**config.mk**
```make
export PLATFORM = sky130hd
export DESIGN_NAME = wb_stage
export DESIGN_NICKNAME = d
export VERILOG_FILES = /design/src/rtl/wb_stage.sv
export SDC_FILE = /design/constraint.sdc
export NUM_CORES = 1
export LEC_CHECK = 0
export BUFFER_PORTS_ARGS = -buffer_cell sky130_fd_sc_hd__buf_2
export CAP_MARGIN = 30
export CORE_MARGIN = 2
export CORE_UTILIZATION = 35
export DETAILED_ROUTE_END_ITERATION = 12
export GPL_ROUTABILITY_DRIVEN = 0
export HOLD_SLACK_MARGIN = 0.03
export PLACE_DENSITY = 0.7
export SYNTH_ARGS = -nofsm -noshare
export SYNTH_HDL_FRONTEND = slang
export SYNTH_SLANG_ARGS = --single-unit
```
**constraint.sdc**
```tcl
create_clock -name clk -period 2.9 [get_ports clk]
set_input_delay 0.29 -clock clk [delete_from_list [all_inputs] [get_ports clk]]
set_output_delay 0.29 -clock clk [all_outputs]
set_load 0.03 [all_outputs]
```
**src/rtl/wb_stage.sv**
```systemverilog
// Write-back stage: retires ALU results in one cycle and blocks on loads until the data word returns.
// Optional retired-instruction counter output enabled by defining WB_INSTRET_EN.
module wb_stage (
    input  logic        clk,
    input  logic        rst,
    input  logic        ex_valid,
    output logic        ex_ready,
    input  logic [31:0] ex_ins,
    input  logic [31:0] ex_alu,
    input  logic        ex_reg_w_en,
    output logic        mem_req,
    output logic [31:0] mem_addr,
    input  logic        mem_rvalid,
    input  logic [31:0] mem_rdata,
    output logic        wb_en,
    output logic [4:0]  wb_reg,
    output logic [31:0] wb_val,
`ifdef WB_INSTRET_EN
    output logic [31:0] instret,
`endif
    output logic        stall
);

    localparam logic [6:0] OP_LOAD   = 7'b0000011;
    localparam logic [6:0] OP_STORE  = 7'b0100011;
    localparam logic [6:0] OP_BRANCH = 7'b1100011;

    typedef enum logic {IDLE, LOAD_WAIT} state_t;

    state_t      state_q, state_d;
    logic        ex_ready_q, ex_ready_d;
    logic        wb_en_q, wb_en_d;
    logic [4:0]  wb_reg_q, wb_reg_d;
    logic [31:0] wb_val_q, wb_val_d;
    logic        mem_req_q, mem_req_d;
    logic [31:0] mem_addr_q, mem_addr_d;
    logic [4:0]  ld_rd_q, ld_rd_d;
    logic [2:0]  ld_f3_q, ld_f3_d;
    logic [1:0]  ld_off_q, ld_off_d;
    logic        retire;

    logic [6:0]  opcode;
    logic [4:0]  rd;
    logic [2:0]  funct3;
    logic        unused_ins;

    assign opcode     = ex_ins[6:0];
    assign rd         = ex_ins[11:7];
    assign funct3     = ex_ins[14:12];
    assign unused_ins = &{1'b0, ex_ins[31:15]};

    // Undefined funct3 codes fall through to the full-word case.
    function automatic logic [31:0] load_extract(input logic [2:0]  f3,
                                                 input logic [1:0]  off,
                                                 input logic [31:0] word);
        logic [7:0]  b;
        logic [15:0] h;
        b = word[8*off +: 8];
        h = off[1] ? word[31:16] : word[15:0];
        case (f3)
            3'b000:  load_extract = {{24{b[7]}}, b};
            3'b100:  load_extract = {24'd0, b};
            3'b001:  load_extract = {{16{h[15]}}, h};
            3'b101:  load_extract = {16'd0, h};
            default: load_extract = word;
        endcase
    endfunction

    always_comb begin
        state_d    = state_q;
        wb_en_d    = 1'b0;
        wb_reg_d   = wb_reg_q;
        wb_val_d   = wb_val_q;
        mem_req_d  = mem_req_q;
        mem_addr_d = mem_addr_q;
        ld_rd_d    = ld_rd_q;
        ld_f3_d    = ld_f3_q;
        ld_off_d   = ld_off_q;
        retire     = 1'b0;
        case (state_q)
            IDLE: begin
                if (ex_valid) begin
                    if (opcode == OP_LOAD) begin
                        ld_rd_d    = rd;
                        ld_f3_d    = funct3;
                        ld_off_d   = ex_alu[1:0];
                        mem_req_d  = 1'b1;
                        mem_addr_d = {ex_alu[31:2], 2'b00};
                        state_d    = LOAD_WAIT;
                    end else begin
                        retire  = 1'b1;
                        wb_en_d = ex_reg_w_en && (opcode != OP_STORE) &&
                                  (opcode != OP_BRANCH) && (rd != 5'd0);
                        // Result registers only move on an actual write so they hold otherwise.
                        if (wb_en_d) begin
                            wb_reg_d = rd;
                            wb_val_d = ex_alu;
                        end
                    end
                end
            end
            LOAD_WAIT: begin
                if (mem_rvalid) begin
                    retire    = 1'b1;
                    wb_en_d   = (ld_rd_q != 5'd0);
                    mem_req_d = 1'b0;
                    state_d   = IDLE;
                    if (wb_en_d) begin
                        wb_reg_d = ld_rd_q;
                        wb_val_d = load_extract(ld_f3_q, ld_off_q, mem_rdata);
                    end
                end
            end
            default: state_d = IDLE;
        endcase
        ex_ready_d = (state_d == IDLE);
    end

`ifdef WB_INSTRET_EN
    logic [31:0] instret_q, instret_d;

    always_comb begin
        instret_d = instret_q;
        if (retire) instret_d = instret_q + 32'd1;
    end

    always_ff @(posedge clk or negedge rst) begin
        if (!rst) instret_q <= 32'd0;
        else      instret_q <= instret_d;
    end

    assign instret = instret_q;
`endif

    always_ff @(posedge clk or negedge rst) begin
        if (!rst) begin
            state_q    <= IDLE;
            ex_ready_q <= 1'b1;
            wb_en_q    <= 1'b0;
            wb_reg_q   <= 5'd0;
            wb_val_q   <= 32'd0;
            mem_req_q  <= 1'b0;
            mem_addr_q <= 32'd0;
            ld_rd_q    <= 5'd0;
            ld_f3_q    <= 3'd0;
            ld_off_q   <= 2'd0;
        end else begin
            state_q    <= state_d;
            ex_ready_q <= ex_ready_d;
            wb_en_q    <= wb_en_d;
            wb_reg_q   <= wb_reg_d;
            wb_val_q   <= wb_val_d;
            mem_req_q  <= mem_req_d;
            mem_addr_q <= mem_addr_d;
            ld_rd_q    <= ld_rd_d;
            ld_f3_q    <= ld_f3_d;
            ld_off_q   <= ld_off_d;
        end
    end

    assign ex_ready = ex_ready_q;
    assign stall    = ~ex_ready_q;
    assign wb_en    = wb_en_q;
    assign wb_reg   = wb_reg_q;
    assign wb_val   = wb_val_q;
    assign mem_req  = mem_req_q;
    assign mem_addr = mem_addr_q;

endmodule

```
==> metrics.md <==
| Metric | Value |
|---|---|
| Status | finished clean |
| Final cycle utilization of the critical path | 77.3% |
| Share of cells above drive strength 1 | roughly 49% |
| Final #Nets | between 600 and 700 |
| Crit end category | flip-flop |
| Setup TNS | 0 ns |
| PortBufs | 154 |
| Crit path max fanout | 28 |
| Vert. Die Dim | 115 um |
| Hold_buf cts | 1 |
| Area contributors post-synth | dfrtp_1 46%, mux2_2 17%, mux2_4 3.8% |
| Utilization after layout | a little under half |
| Startpoint class of the critical path | flip-flop |
| Wirelength per Cell | 18.2 um |
| RSZ-0062 raised after global routing | false |
| Total leakage power | 0.00277 uW |
| Crit path DAT | 2.47 ns |
| Post-synthesis sequential area ratio | 46.9% |
| Vias | roughly 3700 |
| Fmax | 446 MHz |
| Worst-case clock skew | around 0.0076 ns |
| Initial Util | between 30% and 40% |
| Antenna viol nets, final | 0 |
| Fin Hold WS | 0.155 ns |
| HP Class | in -> reg |
| Later-pin clock latency in the skew report | roughly 0.35 ns |
| First-pass GRT wire length | 19.0 mm |
| Total GRT Usage | 19.1% |
| YS warnings | 0 |
| Clock sinks | 81 |
| Antenna fix cells | 0 |
| Cell Area, Synth | 0.00432 mm2 |
| DR DRC count | 0 |
| Mapped Cells | 389 |
| Vias/cell | ~5.3 |
| Final hold violation count | 0 |
| Largest net degree at the start of global routing | 61 |
| GRT Residual Overflow | 0 |
| Fin area | 0.00556 mm2 |
| Reg2reg start | state_q$_DFF_PN0_ |
| Synthesized area per cell | 11.1 um2 |
| Dpl ws | 0.391 ns |
| CTS root buf | clkbuf_16 |
| H-tree levels | 3 |
| # rows | 40 |
| DR pass1 iterations | 4 |
| Post-synth EDFFs | 0 |
| Post-synth top cells | 80 x dfrtp_1, 64 x mux2_2, 27 x nand2_1 |
| MaxCap Viol Count | 0 |
| Routed Wire Length | ~13 mm |
| HPWL Detailed | 9.17 mm |
| Count of state elements after synthesis | 81 |
| CTS tree | built |
| Antenna violations before repair | 1 |
| Post-layout min period | 2.24 ns |
| Rel. slew slack | 49.7% |
| Reg clk slew, reported paths | 0.06 ns |
| Yosys top cell by area | dfrtp_1 |
| Most used flip-flop cell after synthesis | dfrtp_1 |
| Placed cell areas | 0.00524 mm2 |
| Die Area | 0.0133 mm2 |
| CTS Buf Count | 9 |
| Post-cts sizing count | 0 |
| Count leader, synth | dfrtp_1 |
| Max IR drop VDD | between 0.0002 and 0.0003 V |
| Area Growth Syn to Fin | 28.6% |
| Share of synthesized registers carrying an async set or reset | 100% |
| Vias in the first global route | 3545 |
| Max FFs per register | 32 |
| Post-CTS Setup Inserts | 0 |
| Placeable Area | 0.0120 mm2 |
| Die Wd | 115 um |
| CP startpoint | state_q$_DFF_PN0_ |
| Worst slew pin tran | roughly 0.75 ns |
| Hold path start | mem_rvalid |
| Post-synth top area share | 46.3% |
| Final setup viols | 0 |
| CP Data Required Time | 3.13 ns |
| Top-level I/O count | ~170 |
| Setup CP Type | reg -> reg |
| CTS max path bufs | 2 |
| Layout fillers | roughly 1200 |
| Worst setup margin | 0.659 ns |
| Distinct cells, synth | 51 |
| Initial DRC count | 200 |
| Slew Limit Fails | 0 |
| Pwr dens | approximately 600 mW/mm2 |
-- cell type report --
class / count / area (um2) / share of cell area (%)
multi-input combinational: 265 / 2100 / 37.8
sequential: 81 / 2030 / 36.5
timing repair buffer: 166 / 911 / 16.4
clock buffer: 13 / 250 / 4.50
tap: 147 / 184 / 3.31
inverter: 12 / 45.0 / 0.810
clock inverter: 3 / 40.0 / 0.720
-- power by group --
group	total, uW	internal [uW]	leakage (uW)	switching [uW]
Combinational	803	303	0.00161	500
Sequential	1340	1260	0.00102	80.8
Clock	1150	689	0.000144	460
Total	3300	2250	0.00277	1040
-- per-stage QoR --
| stage | instances | total power, uW |
|---|---|---|
| final | 687 | 3300 |
| after global routing | 687 | 3450 |
| after CTS | 686 | 3330 |
| after detailed placement | 669 | 2170 |
| after global placement | 668 | 2150 |
| after floorplan | 390 | 1870 |
-- per-layer routing --
| layer | vias up | GRT usage, % | routed length, um |
|---|---|---|---|
| met3 | 17 | 5.90 | 930 |
| li1 | 1730 | - | - |
| met5 | - | 0 | 13 |
| met4 | 2 | 7.07 | 208 |
| met1 | 1783 | 25.5 | 5510 |
| met2 | 129 | 29.5 | 5840 |
-- final timing paths --
kind,endpoint,slack (ns),cells past startpoint
setup reg to reg,mem_addr[3]$_DFFE_PN0P_,0.66,5
max in group asynchronous,wb_val[30]$_DFFE_PN0P_,1.89,3
hold / removal,mem_req$_DFFE_PN0P_,0.16,2
setup / recovery,mem_addr[3]$_DFFE_PN0P_,0.66,5
hold reg to reg,mem_addr[19]$_DFFE_PN0P_,0.50,1
min in group asynchronous,wb_val[5]$_DFFE_PN0P_,0.39,2
-- critical path, stage by stage (launching register included) --
cell     delay, ns
dfrtp_2       0.41
buf_4         0.22
nor4b_1       0.39
nand3_2       0.45
buf_12        0.36
mux2_2        0.29
-- kinds of logic (layout without fill, tap and decap cells) --
logic type             after synthesis  after routing  synth area share, %
other                                1              2               0.0867
buffers and inverters               44            194                 4.74
flip-flops                          81             81                 46.9
AND/OR/NAND/NOR                    106            106                 12.6
AO/OA/AOI/OAI                       78             78                 13.9
multiplexers                        79             79                 21.7
-- cells in the final DEF, fill, tap and decap left out, types with 2 or more instances in the layout --
master     Yosys  layout
o21a_1         2       2
a32o_1         5       5
buf_2          2     153
nor2b_1        7       7
buf_4          2       9
nor4b_1        2       2
mux2i_1        3       3
nand2_1       27      27
nand2b_1       9       9
nor3b_1        6       6
a2bb2oi_1      2       2
a21oi_1        6       6
clkbuf_16      0       9
o221ai_1       5       5
dfrtp_1       80      79
mux2_4        11      11
a2111oi_0     16      16
inv_1         11      11
clkbuf_1      23       3
conb_1         1       2
clkinv_2       0       2
mux2_2        64      64
buf_12         0       2
nor2_1        26      26
o22a_1         3       3
o21ai_0        8       8
a31oi_1        9       9
and3_1        21      21
a211oi_1       9       9
Note: power is estimated with default switching activity, not from simulation.
